### config.mk
export PLATFORM = sky130hd
export DESIGN_NAME = if_prefetch_stage
export DESIGN_NICKNAME = d
export VERILOG_FILES = /design/src/rtl/if_pkg.sv /design/src/rtl/if_prefetch_stage_fetch_queue.sv /design/src/rtl/if_prefetch_stage.sv
export SDC_FILE = /design/constraint.sdc
export NUM_CORES = 1
export LEC_CHECK = 0
export ABC_AREA = 1
export BUFFER_PORTS_ARGS = -buffer_cell sky130_fd_sc_hd__buf_2
export CORE_MARGIN = 2
export CORE_UTILIZATION = 45
export CTS_BUF_LIST = sky130_fd_sc_hd__clkbuf_8
export DETAILED_ROUTE_END_ITERATION = 12
export HOLD_SLACK_MARGIN = 0.05
export PLACE_DENSITY_LB_ADDON = 0.25
export SYNTH_ARGS = -nofsm -noshare
export SYNTH_HDL_FRONTEND = slang
export SYNTH_SLANG_ARGS = --single-unit
### constraint.sdc
create_clock -name clk -period 6.99 [get_ports clk]
set_input_delay 1.398 -clock clk [delete_from_list [all_inputs] [get_ports clk]]
set_output_delay 1.398 -clock clk [all_outputs]
set_load 0.005 [all_outputs]
### src/rtl/if_pkg.sv
// Shared types and helpers for the instruction-fetch prefetch stage.
// Counter widths are derived from the queue depth.
package if_pkg;

  localparam logic [31:0] NOP_INSTR = '0;

  typedef struct packed {
    logic [31:0] pc;
    logic [31:0] instr;
  } fetch_entry_t;

  function automatic int cnt_w(input int depth);
    return $clog2(depth + 1);
  endfunction

endpackage

### src/rtl/if_prefetch_stage_fetch_queue.sv
// Synchronous FIFO with flush; holds fetched entries or in-flight PC tags.
// Flush wins over push and pop issued in the same cycle.
module fetch_queue
  import if_pkg::*;
#(
  parameter int DEPTH = 4,
  parameter int W     = 64
) (
  input  logic                      clk,
  input  logic                      rst,
  input  logic                      flush,
  input  logic                      push,
  input  logic                      pop,
  input  logic [W-1:0]              wdata,
  output logic [W-1:0]              rdata,
  output logic                      full,
  output logic                      empty,
  output logic [cnt_w(DEPTH)-1:0]   count
);

  localparam int PW = $clog2(DEPTH);
  localparam int CW = cnt_w(DEPTH);

  logic [W-1:0]  mem [DEPTH];
  logic [PW-1:0] wr_ptr;
  logic [PW-1:0] rd_ptr;
  logic [CW-1:0] cnt;
  logic          do_push;
  logic          do_pop;

  assign empty   = (cnt == '0);
  assign full    = (cnt == CW'(DEPTH));
  assign count   = cnt;
  assign rdata   = mem[rd_ptr];
  assign do_pop  = pop & ~empty;
  assign do_push = push & (~full | do_pop);

  always_ff @(posedge clk or posedge rst) begin
    if (rst) begin
      wr_ptr <= '0;
      rd_ptr <= '0;
      cnt    <= '0;
    end else if (flush) begin
      wr_ptr <= '0;
      rd_ptr <= '0;
      cnt    <= '0;
    end else begin
      if (do_push) wr_ptr <= wr_ptr + 1'b1;
      if (do_pop)  rd_ptr <= rd_ptr + 1'b1;
      cnt <= cnt + CW'(do_push) - CW'(do_pop);
    end
  end

  always_ff @(posedge clk) begin
    if (do_push && !flush) mem[wr_ptr] <= wdata;
  end

endmodule

### src/rtl/if_prefetch_stage.sv
// Instruction fetch with a credit-limited prefetch queue.
// Branches flush the queue; in-flight responses are counted off and dropped.
module if_prefetch_stage
  import if_pkg::*;
#(
  parameter int                ADDR_W   = 32,
  parameter int                DATA_W   = 32,
  parameter int                DEPTH    = 4,
  parameter int                PC_STEP  = 4,
  parameter logic [ADDR_W-1:0] RESET_PC = '0
) (
  input  logic              clk,
  input  logic              rst,
  input  logic              branch_taken,
  input  logic [ADDR_W-1:0] branch_addr,
  input  logic              freeze,
  output logic              imem_req_valid,
  input  logic              imem_req_ready,
  output logic [ADDR_W-1:0] imem_req_addr,
  input  logic              imem_rsp_valid,
  input  logic [DATA_W-1:0] imem_rsp_data,
  output logic              if_valid,
  output logic [ADDR_W-1:0] if_pc,
  output logic [DATA_W-1:0] if_instr
);

  localparam int            CW    = cnt_w(DEPTH);
  localparam int            EW    = ADDR_W + DATA_W;
  localparam logic [CW+1:0] LIMIT = (CW+2)'(DEPTH);

  logic [ADDR_W-1:0] fetch_pc;
  logic [ADDR_W-1:0] tag_pc;
  logic [CW-1:0]     outstanding;
  logic [CW-1:0]     drop_cnt;
  logic [CW-1:0]     occ;
  logic [CW-1:0]     tag_cnt;
  logic [CW+1:0]     used;
  logic [EW-1:0]     q_rdata;
  logic              q_full;
  logic              q_empty;
  logic              tag_full;
  logic              tag_empty;
  logic              fire;
  logic              rsp_keep;
  logic              deq;

  assign used = (CW+2)'(occ) + (CW+2)'(outstanding)
              + (CW+2)'(drop_cnt);

  // Credits cover every in-flight response, so the queue never overflows.
  assign imem_req_valid = ~rst & ~branch_taken & (used < LIMIT);
  assign imem_req_addr  = fetch_pc;
  assign fire           = imem_req_valid & imem_req_ready;
  assign rsp_keep       = imem_rsp_valid & (drop_cnt == '0);
  assign deq            = if_valid & ~freeze;

  assign if_valid = ~q_empty;
  assign if_pc    = q_empty ? '0 : q_rdata[EW-1:DATA_W];
  assign if_instr = q_empty ? DATA_W'(NOP_INSTR)
                            : q_rdata[DATA_W-1:0];

  fetch_queue #(.DEPTH(DEPTH), .W(EW)) u_entry_q (
    .clk   (clk),
    .rst   (rst),
    .flush (branch_taken),
    .push  (rsp_keep),
    .pop   (deq),
    .wdata ({tag_pc, imem_rsp_data}),
    .rdata (q_rdata),
    .full  (q_full),
    .empty (q_empty),
    .count (occ)
  );

  fetch_queue #(.DEPTH(DEPTH), .W(ADDR_W)) u_tag_q (
    .clk   (clk),
    .rst   (rst),
    .flush (branch_taken),
    .push  (fire),
    .pop   (rsp_keep),
    .wdata (fetch_pc),
    .rdata (tag_pc),
    .full  (tag_full),
    .empty (tag_empty),
    .count (tag_cnt)
  );

  always_ff @(posedge clk or posedge rst) begin
    if (rst) begin
      fetch_pc    <= RESET_PC;
      outstanding <= '0;
      drop_cnt    <= '0;
    end else if (branch_taken) begin
      // Any response this cycle is discarded, stale or not.
      fetch_pc    <= branch_addr;
      drop_cnt    <= drop_cnt + outstanding - CW'(imem_rsp_valid);
      outstanding <= '0;
    end else begin
      if (fire) fetch_pc <= fetch_pc + ADDR_W'(PC_STEP);
      outstanding <= outstanding + CW'(fire) - CW'(rsp_keep);
      drop_cnt    <= drop_cnt
                   - CW'(imem_rsp_valid && drop_cnt != '0);
    end
  end

  a_credit: assert property (@(posedge clk) disable iff (rst)
    used <= LIMIT);
  a_tags: assert property (@(posedge clk) disable iff (rst)
    tag_cnt == outstanding);
  a_tag_avail: assert property (@(posedge clk) disable iff (rst)
    rsp_keep |-> !tag_empty);
  a_tag_room: assert property (@(posedge clk) disable iff (rst)
    fire |-> !tag_full);
  a_q_room: assert property (@(posedge clk) disable iff (rst)
    (rsp_keep && !deq) |-> !q_full);

endmodule

Word-level counts from Yosys, hierarchy flattened
Memory sizes are Yosys's and may differ from the RTL's.
Cells that the tools add are included.
- flip-flop bits (word level): 52
- memory bits (writable): 384
- bits of input ports: 70
- output and inout bits: 98
- memories: 2
- memory list (name ; words ; width ; read ports ; clocked after memory_dff ; wr ports ; line ; source):
    u_entry_q.mem ; 4 ; 64 ; 1 ; 0 ; 1 ; if_prefetch_stage_fetch_queue.sv:24 ; logic [W-1:0] mem [DEPTH];
    u_tag_q.mem ; 4 ; 32 ; 1 ; 0 ; 1 ; if_prefetch_stage_fetch_queue.sv:24 ;
- add/subtract/negate cells: 16
- $lt $le $gt $ge: 1
- equal/unequal tests: 2
- muxes and demuxes: 20
- bitwise logic cells: 18
- reductions and logical operators: 13
- operators by type and width (cell ; count):
    $mux 32 ; 4
    $add 32x3->32 const B ; 1
    $mux 2 ; 8
    $sub 3x1->3 ; 5
    $mux 3 ; 4
    $reduce_bool 2->1 ; 5
    $add 3x1->3 ; 3
    $and 1x1->1 ; 9
    $logic_not 3->1 ; 3
    $add 2x1->2 const B ; 4
    $not 1->1 ; 7
    $eq 3x3->1 const B ; 2
    $add 4x3->5 ; 1
    $lt 5x3->1 const B ; 1
    $add 3x3->4 ; 1
    $mux 1 ; 4
    $add 3x3->3 ; 1
    $logic_and 1x1->1 ; 3
    $reduce_bool 3->1 ; 1
    $or 1x1->1 ; 2
    $logic_not 1->1 ; 1

Depth between registers and ports, before layout
- depth in word-level cells: 9
- gate-level depth with buffers: 17
- gate-level depth less buffers: 16

Hierarchy
Synthesis repeated with hierarchy kept, for this count alone.
- cell total of the unflattened synthesis: 1628
- area, all modules: 18851.8 um2
- modules (own cells, without submodules) (module ; instances ; cells an instance ; area each (um2) ; sequential area each (um2)):
    fetch_queue at u_entry_q ; 1 ; 682 ; 10168.5 ; 7862.5
    fetch_queue at u_tag_q ; 1 ; 374 ; 5243.8 ; 4018.9
    if_prefetch_stage ; 1 ; 572 ; 3439.5 ; 950.9

Least setup slack after synthesis
No wires, ideal clock.
- path kind: input-to-reg
- from: input port imem_rsp_valid
- to: memory u_entry_q.mem[0][0] (enable)
- library setup time: 486 ps
- arrival time: 4630 ps
- setup slack: 1874 ps
- cell stages on the path: 6
- path buffers: 0
- cell sequence: nand4_1 > inv_1 > nand2_1 > nor2_1 > inv_1 > nor2_1
- cells in the longest elaborated chain, start to end: 5
- ends and longest elaborated chain (what ; line ; source):
    start: declaration ; if_prefetch_stage.sv:20 ; input logic imem_rsp_valid,
    $and 1x1->1 ; if_prefetch_stage.sv:54 ; assign rsp_keep = imem_rsp_valid & (drop_cnt == '0);
    $and 1x1->1 ; if_prefetch_stage_fetch_queue.sv:36 ; assign do_push = push & (~full | do_pop);
    $logic_and 1x1->1 ; if_prefetch_stage_fetch_queue.sv:55 ; if (do_push && !flush) mem[wr_ptr] <= wdata;
    $mux 1 ; if_prefetch_stage_fetch_queue.sv:55 ;
    $mux 1 (implied by the code) ; if_prefetch_stage_fetch_queue.sv:55 ;
    end: declaration ; if_prefetch_stage_fetch_queue.sv:24 ;
No other way between the ends.

Worst setup path after layout
- from: register u_entry_q.rd_ptr[0]
- to: output port if_pc[18]
- cells in the longest elaborated chain, start to end: 2
- ends and longest elaborated chain (what ; line ; source):
    start: declaration ; if_prefetch_stage_fetch_queue.sv:26 ; logic [PW-1:0] rd_ptr;
    start signal: assignment ; if_prefetch_stage_fetch_queue.sv:49 ; if (do_pop) rd_ptr <= rd_ptr + 1'b1;
    $mem_v2 4x64 ; n/a ;
    $mux 32 ; if_prefetch_stage.sv:58 ; assign if_pc = q_empty ? '0 : q_rdata[EW-1:DATA_W];
    end: declaration ; if_prefetch_stage.sv:23 ; output logic [ADDR_W-1:0] if_pc,
No other way between the ends.

==> results.json <==
{
  "cp_top_family": "buffers and inverters",
  "setup.worst_path.class": "reg2out",
  "slew_headroom_pct": 25.4,
  "critical_path_peak_fanout": 82,
  "leakage_uw": 0.00790,
  "maxSlewViolCount": 0,
  "grt_setup_unrepaired": "no",
  "arrival_ns": 3.40,
  "synth_common_cells": "nor2_1, edfxtp_1, o21ai_0",
  "grt_max_degree": 83,
  "synth_area_leader_cell": "edfxtp_1",
  "worst_slack_ns": 2.19,
  "clk_latency_ns": 0.60,
  "critPathSlowestCell": "dfrtp_4",
  "vias": 12400,
  "grt.total_usage_pct": 19.8,
  "drc_errors": 0,
  "power_density_nw_per_um2": 335,
  "worstPathRequired_ns": 5.59,
  "rows": 74,
  "grt_pass1_wl_um": 64900,
  "post_cts_buffers": 0,
  "skew_ns": 0.0229,
  "cts_tree": "done",
  "die_area_um2": 42500,
  "grt_pass1_vias": 12000,
  "synth.most_common_cell": "nor2_1",
  "synth_area_leaders": "edfxtp_1, nor2_1, dfrtp_1, o21ai_0, nand2_1",
  "worst-path-buf-inv": 3,
  "boundaryPins": 168,
  "area_growth_pct": 13.9,
  "dp.cells": 2243,
  "dp_hpwl_um": 24300,
  "drive_above_1_share_pct": 16.2,
  "postRouteAntennaNets": 0,
  "fmax_ghz": 0.208,
  "cts_buffers": 72,
  "n_antenna_cell": 0,
  "ctsResizeCount": 0,
  "worst_pin_slew_ns": 1.12,
  "slowest_delay_ns": 0.72,
  "synth.distinct_cells": 35,
  "nNetsFinal": 1885,
  "synth.cell_area_um2": 18400,
  "io_buffer_count": 167,
  "fin_cells": 2367,
  "end_kind": "output port",
  "cts_buffer_depth": 3,
  "finalWeightedCongestion": 0.882,
  "die_h_um": 206,
  "grt.overflow.total": 0,
  "cap_violations": 0,
  "root_buffer": "clkbuf_8",
  "start_kind": "register",
  "ir_drop_v": 0.000227,
  "ys_seq_area_share_pct": 69.8,
  "finalWirelength_um": 41700,
  "syn-num-nets": 1710,
  "hold_buffers": 0,
  "ys_async_sr_fraction_pct": 11.9,
  "antenna_found_initial": 0,
  "drt-initial-drc-count": 975,
  "fin_setup_tns_ns": 0,
  "clkSlewWorstSetupHoldPaths_ns": 0.06,
  "syn_avg_cell_area_um2": 11.4,
  "synthCells": 1610,
  "synth_flop_cell": "edfxtp_1",
  "core_um2": 40600,
  "drt_pre_antenna_iters": 5,
  "place_ws_ns": 2.73,
  "crit_chain": "inv_2 > buf_4 > o21ai_0 > a21oi_1 > buf_2",
  "die_x_um": 206,
  "setup-violations-final": 0,
  "hold_violations": 0,
  "cts.sinks": 436,
  "viasPerCell": 5.22,
  "synth_edf_count": 384,
  "ys_warn_count": 0,
  "r2r_slack_ns": 3.23,
  "wire_per_inst_um": 17.6,
  "ys_ff_latch": 436,
  "yosysTopAreaCellShare_pct": 62.7,
  "worstHoldPathType": "reg2reg",
  "initial_core_util_pct": 45.3,
  "h-tree-depth": 3,
  "status": "completed",
  "post-route-period-util_pct": 68.6,
  "fin_crit_ns": 4.80
}
[cell type report]
type,count,area [um^2]
Timing Repair Buffer,185,971
Clock buffer,75,1030
Fill cell,3610,19600
Inverter,66,251
Sequential cell,436,12800
Tap cell,532,666
Multi-Input combinational cell,1024,4950
Clock inverter,49,221
[state kept, by name, indices dropped and copies added (netlist names)]
name	flops
imem_req_addr	32
u_tag_q.rd_ptr	2
outstanding	3
u_entry_q.rd_ptr	2
u_entry_q.wr_ptr	2
u_entry_q.count	3
u_entry_q.mem	256
u_tag_q.wr_ptr	2
u_tag_q.count	3
drop_cnt	3
u_tag_q.mem	128
[cells in the final DEF (no fill, tap or decap), drive strengths merged, types with 5 or more instances in the layout]
cell type / n
o22ai: 32
o21ai: 204
nand3: 65
nand4: 5
nand3b: 13
nor2: 391
ha: 23
inv: 96
nand2: 190
clkbuf: 75
clkinv: 18
fa: 7
a21oi: 69
edfxtp: 384
xor2: 7
xnor2: 12
buf: 185
dfrtp: 52
[worst paths after layout]
path | end | cells past startpoint | start
hold reg to reg | u_tag_q.mem[2][1] | 0 | imem_req_addr[1]
max in group asynchronous | u_entry_q.rd_ptr[0] | 3 | rst
setup reg to reg | outstanding[2] | 14 | outstanding[1]
setup / recovery | if_pc[18] | 5 | u_entry_q.rd_ptr[0]
hold / removal | u_tag_q.mem[2][1] | 0 | imem_req_addr[1]
min in group asynchronous | drop_cnt[0] | 3 | rst
[cell families (layout without fill, tap and decap cells)]
kind of cell / after synthesis / in the layout / share of synthesized area, %
AND/OR/NAND/NOR: 667 / 667 / 14.8
flip-flops: 436 / 436 / 69.8
AO/OA/AOI/OAI: 307 / 307 / 8.60
buffers and inverters: 150 / 375 / 3.49
adder cells (fa/ha/maj): 30 / 30 / 2.33
XOR/XNOR: 19 / 19 / 0.905
multiplexers: 1 / 1 / 0.0545
[report_power, final]
| group | internal (uW) | total (uW) | switching [uW] |
|---|---|---|---|
| clock | 1020 | 1980 | 954 |
| sequential | 3100 | 3340 | 244 |
| combinational | 604 | 1700 | 1090 |
| total | 4720 | 7010 | 2290 |
[through the flow]
stage	hold WS [ns]	util (%)	power, uW	cell area (um^2)
6_report	0.560	51.6	7010	20900
5_1_grt	0.610	51.6	7430	20900
3_5_place_dp	0.557	48.5	5110	19700
2_1_floorplan	0.518	-	4370	18400
3_3_place_gp	0.552	48.5	5070	19700
4_1_cts	0.571	51.6	7090	20900
[per-layer routing]
layer,global-route usage (%),wire (um)
met5,0,0
met4,6.05,812
met3,3.85,2740
met2,31.5,19200
met1,27.7,19000
No activity file was read; power rests on OpenSTA's default activity.
